File: src/rtl/word_framer_if.sv
// Handshake bundle between the word clipper, the framer and the MFCC memory reader.
// The framer takes the slave view; the upstream/downstream driver takes the master view.
interface word_framer_if;
  logic        i_start;
  logic [31:0] i_start_addr;
  logic [31:0] i_end_addr;
  logic        o_ready;
  logic        o_valid;
  logic        i_ready;
  logic [31:0] o_frame_start;
  logic [31:0] o_frame_end;
  logic [15:0] o_frame_idx;
  logic        o_last;
  logic        o_done;
  logic        o_err;
  logic [15:0] o_frame_count;

  modport slave (
    input  i_start, i_start_addr, i_end_addr, i_ready,
    output o_ready, o_valid, o_frame_start, o_frame_end, o_frame_idx,
           o_last, o_done, o_err, o_frame_count
  );

  modport master (
    output i_start, i_start_addr, i_end_addr, i_ready,
    input  o_ready, o_valid, o_frame_start, o_frame_end, o_frame_idx,
           o_last, o_done, o_err, o_frame_count
  );
endinterface

File: src/rtl/word_framer.sv
// Splits one inclusive byte-address range of samples into overlapping analysis frames,
// emitting start/end pairs over valid/ready and a done pulse with the frame count.
module word_framer #(
  parameter int FRAME_LEN   = 400,
  parameter int FRAME_STEP  = 160,
  parameter int ADDR_STRIDE = 2,
  parameter int MAX_FRAMES  = 1024
) (
  input  logic          i_clk,
  input  logic          i_rstn,
  word_framer_if.slave  bus
);

  // Address math runs in 34 bits so any carry past 2^32 simply compares as beyond E.
  localparam logic [33:0] SPAN     = 34'((FRAME_LEN - 1) * ADDR_STRIDE);
  localparam logic [33:0] STEP_B   = 34'(FRAME_STEP * ADDR_STRIDE);
  localparam logic [33:0] STEP_B2  = 34'(2 * FRAME_STEP * ADDR_STRIDE);
  localparam logic [15:0] LAST_IDX = 16'(MAX_FRAMES - 1);

  typedef enum logic [1:0] {
    IDLE,
    CHECK,
    EMIT,
    DONE
  } state_t;

  state_t      state_reg, state_next;
  logic [31:0] s_reg, s_next;
  logic [31:0] e_reg, e_next;
  logic [31:0] start_reg, start_next;
  logic [31:0] end_reg, end_next;
  logic [15:0] idx_reg, idx_next;
  logic [15:0] count_reg, count_next;
  logic [15:0] frame_count_reg, frame_count_next;
  logic        ready_reg, ready_next;
  logic        valid_reg, valid_next;
  logic        last_reg, last_next;
  logic        done_reg, done_next;
  logic        err_reg, err_next;

  logic [33:0] s_wide;
  logic [33:0] e_wide;
  logic [33:0] start_wide;

  assign s_wide     = {2'b00, s_reg};
  assign e_wide     = {2'b00, e_reg};
  assign start_wide = {2'b00, start_reg};

  always_ff @(posedge i_clk or negedge i_rstn) begin
    if (!i_rstn) begin
      state_reg       <= IDLE;
      s_reg           <= '0;
      e_reg           <= '0;
      start_reg       <= '0;
      end_reg         <= '0;
      idx_reg         <= '0;
      count_reg       <= '0;
      frame_count_reg <= '0;
      ready_reg       <= 1'b1;
      valid_reg       <= 1'b0;
      last_reg        <= 1'b0;
      done_reg        <= 1'b0;
      err_reg         <= 1'b0;
    end else begin
      state_reg       <= state_next;
      s_reg           <= s_next;
      e_reg           <= e_next;
      start_reg       <= start_next;
      end_reg         <= end_next;
      idx_reg         <= idx_next;
      count_reg       <= count_next;
      frame_count_reg <= frame_count_next;
      ready_reg       <= ready_next;
      valid_reg       <= valid_next;
      last_reg        <= last_next;
      done_reg        <= done_next;
      err_reg         <= err_next;
    end
  end

  always_comb begin
    state_next       = state_reg;
    s_next           = s_reg;
    e_next           = e_reg;
    start_next       = start_reg;
    end_next         = end_reg;
    idx_next         = idx_reg;
    count_next       = count_reg;
    frame_count_next = frame_count_reg;
    valid_next       = valid_reg;
    last_next        = last_reg;
    done_next        = 1'b0;
    err_next         = 1'b0;

    unique case (state_reg)
      IDLE: begin
        if (bus.i_start) begin
          s_next           = bus.i_start_addr;
          e_next           = bus.i_end_addr;
          idx_next         = '0;
          count_next       = '0;
          frame_count_next = '0;
          state_next       = CHECK;
        end
      end

      CHECK: begin
        if (e_reg < s_reg) begin
          state_next = DONE;
          done_next  = 1'b1;
          err_next   = 1'b1;
        end else if (s_wide + SPAN > e_wide) begin
          state_next = DONE;
          done_next  = 1'b1;
        end else begin
          start_next = s_reg;
          end_next   = s_reg + SPAN[31:0];
          idx_next   = '0;
          valid_next = 1'b1;
          last_next  = (s_wide + STEP_B + SPAN > e_wide) || (LAST_IDX == 16'd0);
          state_next = EMIT;
        end
      end

      EMIT: begin
        if (valid_reg && bus.i_ready) begin
          count_next = count_reg + 16'd1;
          if (last_reg) begin
            valid_next       = 1'b0;
            last_next        = 1'b0;
            done_next        = 1'b1;
            frame_count_next = count_reg + 16'd1;
            state_next       = DONE;
          end else begin
            // Lookahead: the frame after the one being loaded decides o_last.
            start_next = start_reg + STEP_B[31:0];
            end_next   = end_reg + STEP_B[31:0];
            idx_next   = idx_reg + 16'd1;
            last_next  = (start_wide + STEP_B2 + SPAN > e_wide) ||
                         (idx_reg + 16'd1 == LAST_IDX);
          end
        end
      end

      DONE: begin
        state_next = IDLE;
      end

      default: begin
        state_next = IDLE;
      end
    endcase

    ready_next = (state_next == IDLE);
  end

  assign bus.o_ready       = ready_reg;
  assign bus.o_valid       = valid_reg;
  assign bus.o_frame_start = start_reg;
  assign bus.o_frame_end   = end_reg;
  assign bus.o_frame_idx   = idx_reg;
  assign bus.o_last        = last_reg;
  assign bus.o_done        = done_reg;
  assign bus.o_err         = err_reg;
  assign bus.o_frame_count = frame_count_reg;

endmodule

File: src/flat_wrapper.sv
// flat-port wrapper written by rule: the top's interface ports become plain ports
module word_framer_flat 
#(
  parameter int FRAME_LEN   = 400,
  parameter int FRAME_STEP  = 160,
  parameter int ADDR_STRIDE = 2,
  parameter int MAX_FRAMES  = 1024
)
  (i_clk, i_rstn, bus_i_start, bus_i_start_addr, bus_i_end_addr, bus_i_ready, bus_o_ready, bus_o_valid, bus_o_frame_start, bus_o_frame_end, bus_o_frame_idx, bus_o_last, bus_o_done, bus_o_err, bus_o_frame_count);
  word_framer_if bus_i ();
  input  logic i_clk;
  input  logic i_rstn;
  input wire logic [$bits(bus_i.i_start)-1:0] bus_i_start;
  input wire logic [$bits(bus_i.i_start_addr)-1:0] bus_i_start_addr;
  input wire logic [$bits(bus_i.i_end_addr)-1:0] bus_i_end_addr;
  input wire logic [$bits(bus_i.i_ready)-1:0] bus_i_ready;
  output wire logic [$bits(bus_i.o_ready)-1:0] bus_o_ready;
  output wire logic [$bits(bus_i.o_valid)-1:0] bus_o_valid;
  output wire logic [$bits(bus_i.o_frame_start)-1:0] bus_o_frame_start;
  output wire logic [$bits(bus_i.o_frame_end)-1:0] bus_o_frame_end;
  output wire logic [$bits(bus_i.o_frame_idx)-1:0] bus_o_frame_idx;
  output wire logic [$bits(bus_i.o_last)-1:0] bus_o_last;
  output wire logic [$bits(bus_i.o_done)-1:0] bus_o_done;
  output wire logic [$bits(bus_i.o_err)-1:0] bus_o_err;
  output wire logic [$bits(bus_i.o_frame_count)-1:0] bus_o_frame_count;
  assign bus_i.i_start = bus_i_start;
  assign bus_i.i_start_addr = bus_i_start_addr;
  assign bus_i.i_end_addr = bus_i_end_addr;
  assign bus_i.i_ready = bus_i_ready;
  assign bus_o_ready = bus_i.o_ready;
  assign bus_o_valid = bus_i.o_valid;
  assign bus_o_frame_start = bus_i.o_frame_start;
  assign bus_o_frame_end = bus_i.o_frame_end;
  assign bus_o_frame_idx = bus_i.o_frame_idx;
  assign bus_o_last = bus_i.o_last;
  assign bus_o_done = bus_i.o_done;
  assign bus_o_err = bus_i.o_err;
  assign bus_o_frame_count = bus_i.o_frame_count;
  word_framer #(.FRAME_LEN(FRAME_LEN), .FRAME_STEP(FRAME_STEP), .ADDR_STRIDE(ADDR_STRIDE), .MAX_FRAMES(MAX_FRAMES)) u_core (.i_clk(i_clk), .i_rstn(i_rstn), .bus(bus_i));
endmodule
File: config.mk
export PLATFORM = sky130hd
export DESIGN_NAME = word_framer_flat
export DESIGN_NICKNAME = d
export VERILOG_FILES = /design/src/rtl/word_framer_if.sv /design/src/rtl/word_framer.sv /design/src/flat_wrapper.sv
export SDC_FILE = /design/constraint.sdc
export NUM_CORES = 1
export LEC_CHECK = 0
export ABC_AREA = 1
export BUFFER_PORTS_ARGS = -buffer_cell sky130_fd_sc_hd__buf_2
export CAP_MARGIN = 20
export CORE_ASPECT_RATIO = 0.75
export CORE_MARGIN = 8
export CORE_UTILIZATION = 59
export DETAILED_ROUTE_END_ITERATION = 10
export GPL_TIMING_DRIVEN = 0
export PLACE_DENSITY = 0.8
export SETUP_SLACK_MARGIN = 0.4
export SLEW_MARGIN = 20
export SYNTH_ARGS = -nofsm -noshare
export SYNTH_HDL_FRONTEND = slang
export SYNTH_SLANG_ARGS = --single-unit
export TNS_END_PERCENT = 5
File: constraint.sdc
create_clock -name i_clk -period 6.5 [get_ports i_clk]
set_input_delay 0.325 -clock i_clk [delete_from_list [all_inputs] [get_ports i_clk]]
set_output_delay 0.325 -clock i_clk [all_outputs]
set_load 0.01 [all_outputs]
==> key figures <==
Outcome
  • Status: finished, final reports clean

Synthesis
  • Mapped Area: 15000 µm²
  • Area share of the largest cell type after synthesis: 0.302
  • Syn Nets: 2345
  • Number of storage elements in the synthesis netlist: 182
  • Leading cell types by total area after synthesis: sky130_fd_sc_hd__dfrtp_1, sky130_fd_sc_hd__nand2_1, sky130_fd_sc_hd__ha_1
  • Yosys warning count: 0
  • Mean instance size in the synthesized netlist: 7.01 µm²
  • Count of unique library cells instantiated by Yosys: 57
  • Cells after synthesis: 2138
  • Library cell occupying the most area in the post-synthesis netlist: sky130_fd_sc_hd__dfrtp_1
  • Share of synthesized flip-flops with an asynchronous set or reset: 1.00
  • Sequential-to-total area share from yosys stat: 0.304
  • Commonest register cell after synthesis: sky130_fd_sc_hd__dfrtp_1
  • Post-synth EDFFs: 0

Timing
  • Portion of the clock cycle consumed by the worst path in the final layout: 0.835
  • Setup repair after global routing missed its margin: false
  • Final Setup Violations: 0
  • Pin slew with the least headroom to its limit: 1010 ps
  • Final Hold Violating Endpoints: 0
  • Maximum clock frequency: 184 MHz
  • Shortest clock period the worst path allows after layout: 5430 ps
  • Setup Total Neg Slack: 0 ps
  • Clock Skews: 12.9 ps
  • Worst slew slack as a fraction of its limit: 0.317
  • Final Max Slew Viols: 0

Global route
  • Global routing met2 resource utilization: 0.467
  • Global-route wire length before repair: 79100 µm
  • Antenna violations before repair: 0
  • Pin count of the biggest net entering global routing: 98
  • Met3 track utilization from global routing: 0.0896
  • Overflow after GRT: 0
  • Met1 capacity usage during global routing: 0.491
  • Most heavily used metal layer in global routing: met1
  • Vias in the first global route: 13800
  • All-Layer GR Usage: 0.333

Floorplanning
  • Core Box Area: 25000 µm²
  • Initial Util: 0.600
  • Die X-Extent: between 200 and 250 µm
  • Total die area: 30800 µm²
  • I/O pin total: 169
  • Std-Cell Rows: 50
  • Die Height: 154 µm

CTS
  • Count of H-tree levels built during CTS: 4
  • Cts repair resizes: 0
  • Clock root buffer: sky130_fd_sc_hd__clkbuf_16
  • CTS Buf Count: 17
  • Clock net sink count: 182
  • TritonCTS clock tree: done
  • Clock Latency Late Sink: 450 ps
  • Bufs on Longest Clock Path: 2
  • Hold buffer count at CTS: 1
  • Clock Pin Slew Worst Setup and Hold Paths: 80 ps
  • Post-CTS Setup Repair Bufs: 0

Drt
  • Remaining design rule violation count: 0
  • Detail-routed net length per standard cell: 19.4 µm
  • Mean number of vias per cell: between 5 and 6
  • Total via count after detailed routing: 15300
  • Aggregate routed wire length: 52000 µm
  • Number of iterations in the first detailed-routing pass: 8
  • Routed Antenna Nets: 0
  • Initial DRC Count: 1807

Place
  • Post-DP HPWL: 42200 µm
  • Placer's final routability congestion estimate: slightly below 1
  • Number of buffer cells added on primary ports: 168

Power and ir drop
  • Power Dens Cells: approximately 550 nW/µm²
  • Worst IR Drop VDD: 0.422 mV
  • Leak: 8.37 nW
  • Sum of internal, switching and leakage power: 9.32 mW

Setup path
  • Worst setup EP type: flip-flop
  • Worst-path maximum fanout: 10
  • Signal arrival time at the worst endpoint: a little under 6000 ps
  • Type of the worst setup path: flip-flop to flip-flop
  • Critical Path Source Type: flip-flop
  • CP Data Required Time: slightly below 7000 ps

Cells and area
  • Commonest cells after routing, fill and taps aside: sky130_fd_sc_hd__nand2_1, sky130_fd_sc_hd__inv_1, sky130_fd_sc_hd__o21ai_0
  • Fin nets: 2534
  • Fillcell total: 2201
  • Layout overhead on the synthesized area: 12.7%
  • Fraction of final layout cells with drive strength greater than 1: 0.117
  • Most common cell after layout, fill and taps aside: sky130_fd_sc_hd__nand2_1
  • Area taken by flip-flops and latches: around 4600 µm²
  • Area of the multi-input gates: 9190 µm²

Hold path
  • Worst hold path type: input port to flip-flop

Flow run
  • MaxCap Viol Count: 0
[power by group]
part	internal (mW)	switching, mW	leakage (nW)
clock	0.562	0.514	0.291
sequential	1.57	0.519	2.33
combinational	2.03	4.13	5.75
[final cells by class]
cell class / instances / share of cell area
Multi-Input combinational cell: 1641 / 0.544
Sequential cell: 182 / 0.270
Inverter: 256 / 0.0569
Timing Repair Buffer: 170 / 0.0526
Clock buffer: 19 / 0.0268
Tap cell: 338 / 0.0250
Buffer: 59 / 0.0167
Clock inverter: 13 / 0.00844
Antenna cell: 1 / 0.000148
[cell families after synthesis]
logic type / Yosys count / synth area share
and+or+nand+nor: 1021 / 0.290
AOI/OAI and AO/OA: 329 / 0.117
buffers and inverters: 315 / 0.0830
DFF: 182 / 0.304
xor gates and xnor gates: 144 / 0.0847
adders and majority gates: 139 / 0.116
muxes: 8 / 0.00534
[worst max-delay path, stage by stage (launching register included)]
cell	delay, ps
sky130_fd_sc_hd__dfrtp_1	350
sky130_fd_sc_hd__inv_1	150
sky130_fd_sc_hd__ha_1	280
sky130_fd_sc_hd__nand2_1	90
sky130_fd_sc_hd__nand2_1	100
sky130_fd_sc_hd__inv_1	110
sky130_fd_sc_hd__a21oi_1	110
sky130_fd_sc_hd__nand2_1	120
sky130_fd_sc_hd__nand2_1	80
sky130_fd_sc_hd__nor2_1	480
sky130_fd_sc_hd__inv_1	150
sky130_fd_sc_hd__nor2_1	340
sky130_fd_sc_hd__nand2_1	120
sky130_fd_sc_hd__xor2_1	200
sky130_fd_sc_hd__ha_1	320
sky130_fd_sc_hd__nand2_1	90
sky130_fd_sc_hd__nor4_1	650
sky130_fd_sc_hd__nand4_1	270
sky130_fd_sc_hd__nand3_1	220
sky130_fd_sc_hd__and2_1	170
sky130_fd_sc_hd__buf_6	130
sky130_fd_sc_hd__nand3_4	120
sky130_fd_sc_hd__clkbuf_1	380
sky130_fd_sc_hd__o21ai_0	300
[worst paths after layout]
path | from | to | slack, ps | cells past startpoint
max in group asynchronous | i_rstn | u_core.bus.o_frame_end[28] | 5090 | 3
min in group asynchronous | i_rstn | u_core.s_reg[3] | 470 | 2
max reg2reg | u_core.s_reg[1] | u_core.bus.o_frame_end[28] | 1070 | 23
max | u_core.s_reg[1] | u_core.bus.o_frame_end[28] | 1070 | 23
min reg2reg | u_core.bus.o_frame_count[0] | u_core.bus.o_frame_count[0] | 480 | 2
min | bus_i_end_addr[29] | u_core.e_reg[29] | 80 | 3
[metrics by stage]
step | setup slack [ps] | instance area, µm² | hold slack (ps) | util | std cells
finish | 1070 | 16900 | 76.8 | 0.677 | 2679
global route | 865 | 16900 | 73.4 | 0.677 | 2678
CTS | 1440 | 16900 | 68.4 | 0.677 | 2678
detailed placement | 1500 | 16300 | 384 | 0.652 | 2645
global placement | 1610 | 16200 | 454 | 0.651 | 2644
floorplan | 3050 | 15000 | 29.4 | - | 2138
[Yosys cell counts, types with 3 or more instances]
| cell | n |
|---|---|
| sky130_fd_sc_hd__a211oi_1 | 3 |
| sky130_fd_sc_hd__a21oi_1 | 73 |
| sky130_fd_sc_hd__a31oi_1 | 10 |
| sky130_fd_sc_hd__and2_1 | 3 |
| sky130_fd_sc_hd__buf_1 | 7 |
| sky130_fd_sc_hd__buf_2 | 9 |
| sky130_fd_sc_hd__buf_4 | 3 |
| sky130_fd_sc_hd__buf_6 | 5 |
| sky130_fd_sc_hd__clkbuf_1 | 34 |
| sky130_fd_sc_hd__dfrtp_1 | 181 |
| sky130_fd_sc_hd__ha_1 | 139 |
| sky130_fd_sc_hd__inv_1 | 247 |
| sky130_fd_sc_hd__inv_2 | 8 |
| sky130_fd_sc_hd__mux2i_1 | 8 |
| sky130_fd_sc_hd__nand2_1 | 602 |
| sky130_fd_sc_hd__nand2_2 | 3 |
| sky130_fd_sc_hd__nand3_1 | 99 |
| sky130_fd_sc_hd__nand3_2 | 4 |
| sky130_fd_sc_hd__nand4_1 | 35 |
| sky130_fd_sc_hd__nor2_1 | 190 |
| sky130_fd_sc_hd__nor2_2 | 5 |
| sky130_fd_sc_hd__nor2_4 | 3 |
| sky130_fd_sc_hd__nor3_1 | 34 |
| sky130_fd_sc_hd__nor3_2 | 6 |
| sky130_fd_sc_hd__nor4_1 | 13 |
| sky130_fd_sc_hd__o211ai_1 | 3 |
| sky130_fd_sc_hd__o21a_1 | 3 |
| sky130_fd_sc_hd__o21ai_0 | 206 |
| sky130_fd_sc_hd__o21ai_1 | 10 |
| sky130_fd_sc_hd__o21ai_2 | 5 |
| sky130_fd_sc_hd__o21bai_1 | 3 |
| sky130_fd_sc_hd__or2_2 | 11 |
| sky130_fd_sc_hd__xnor2_1 | 28 |
| sky130_fd_sc_hd__xor2_1 | 115 |
[per-layer routing]
metal	up-vias	wire length, µm
met2	781	21300
met3	86	5840
met1	7078	23500
met4	0	1330
met5	-	0
li1	7308	-
(Power assumes the default switching activity.)
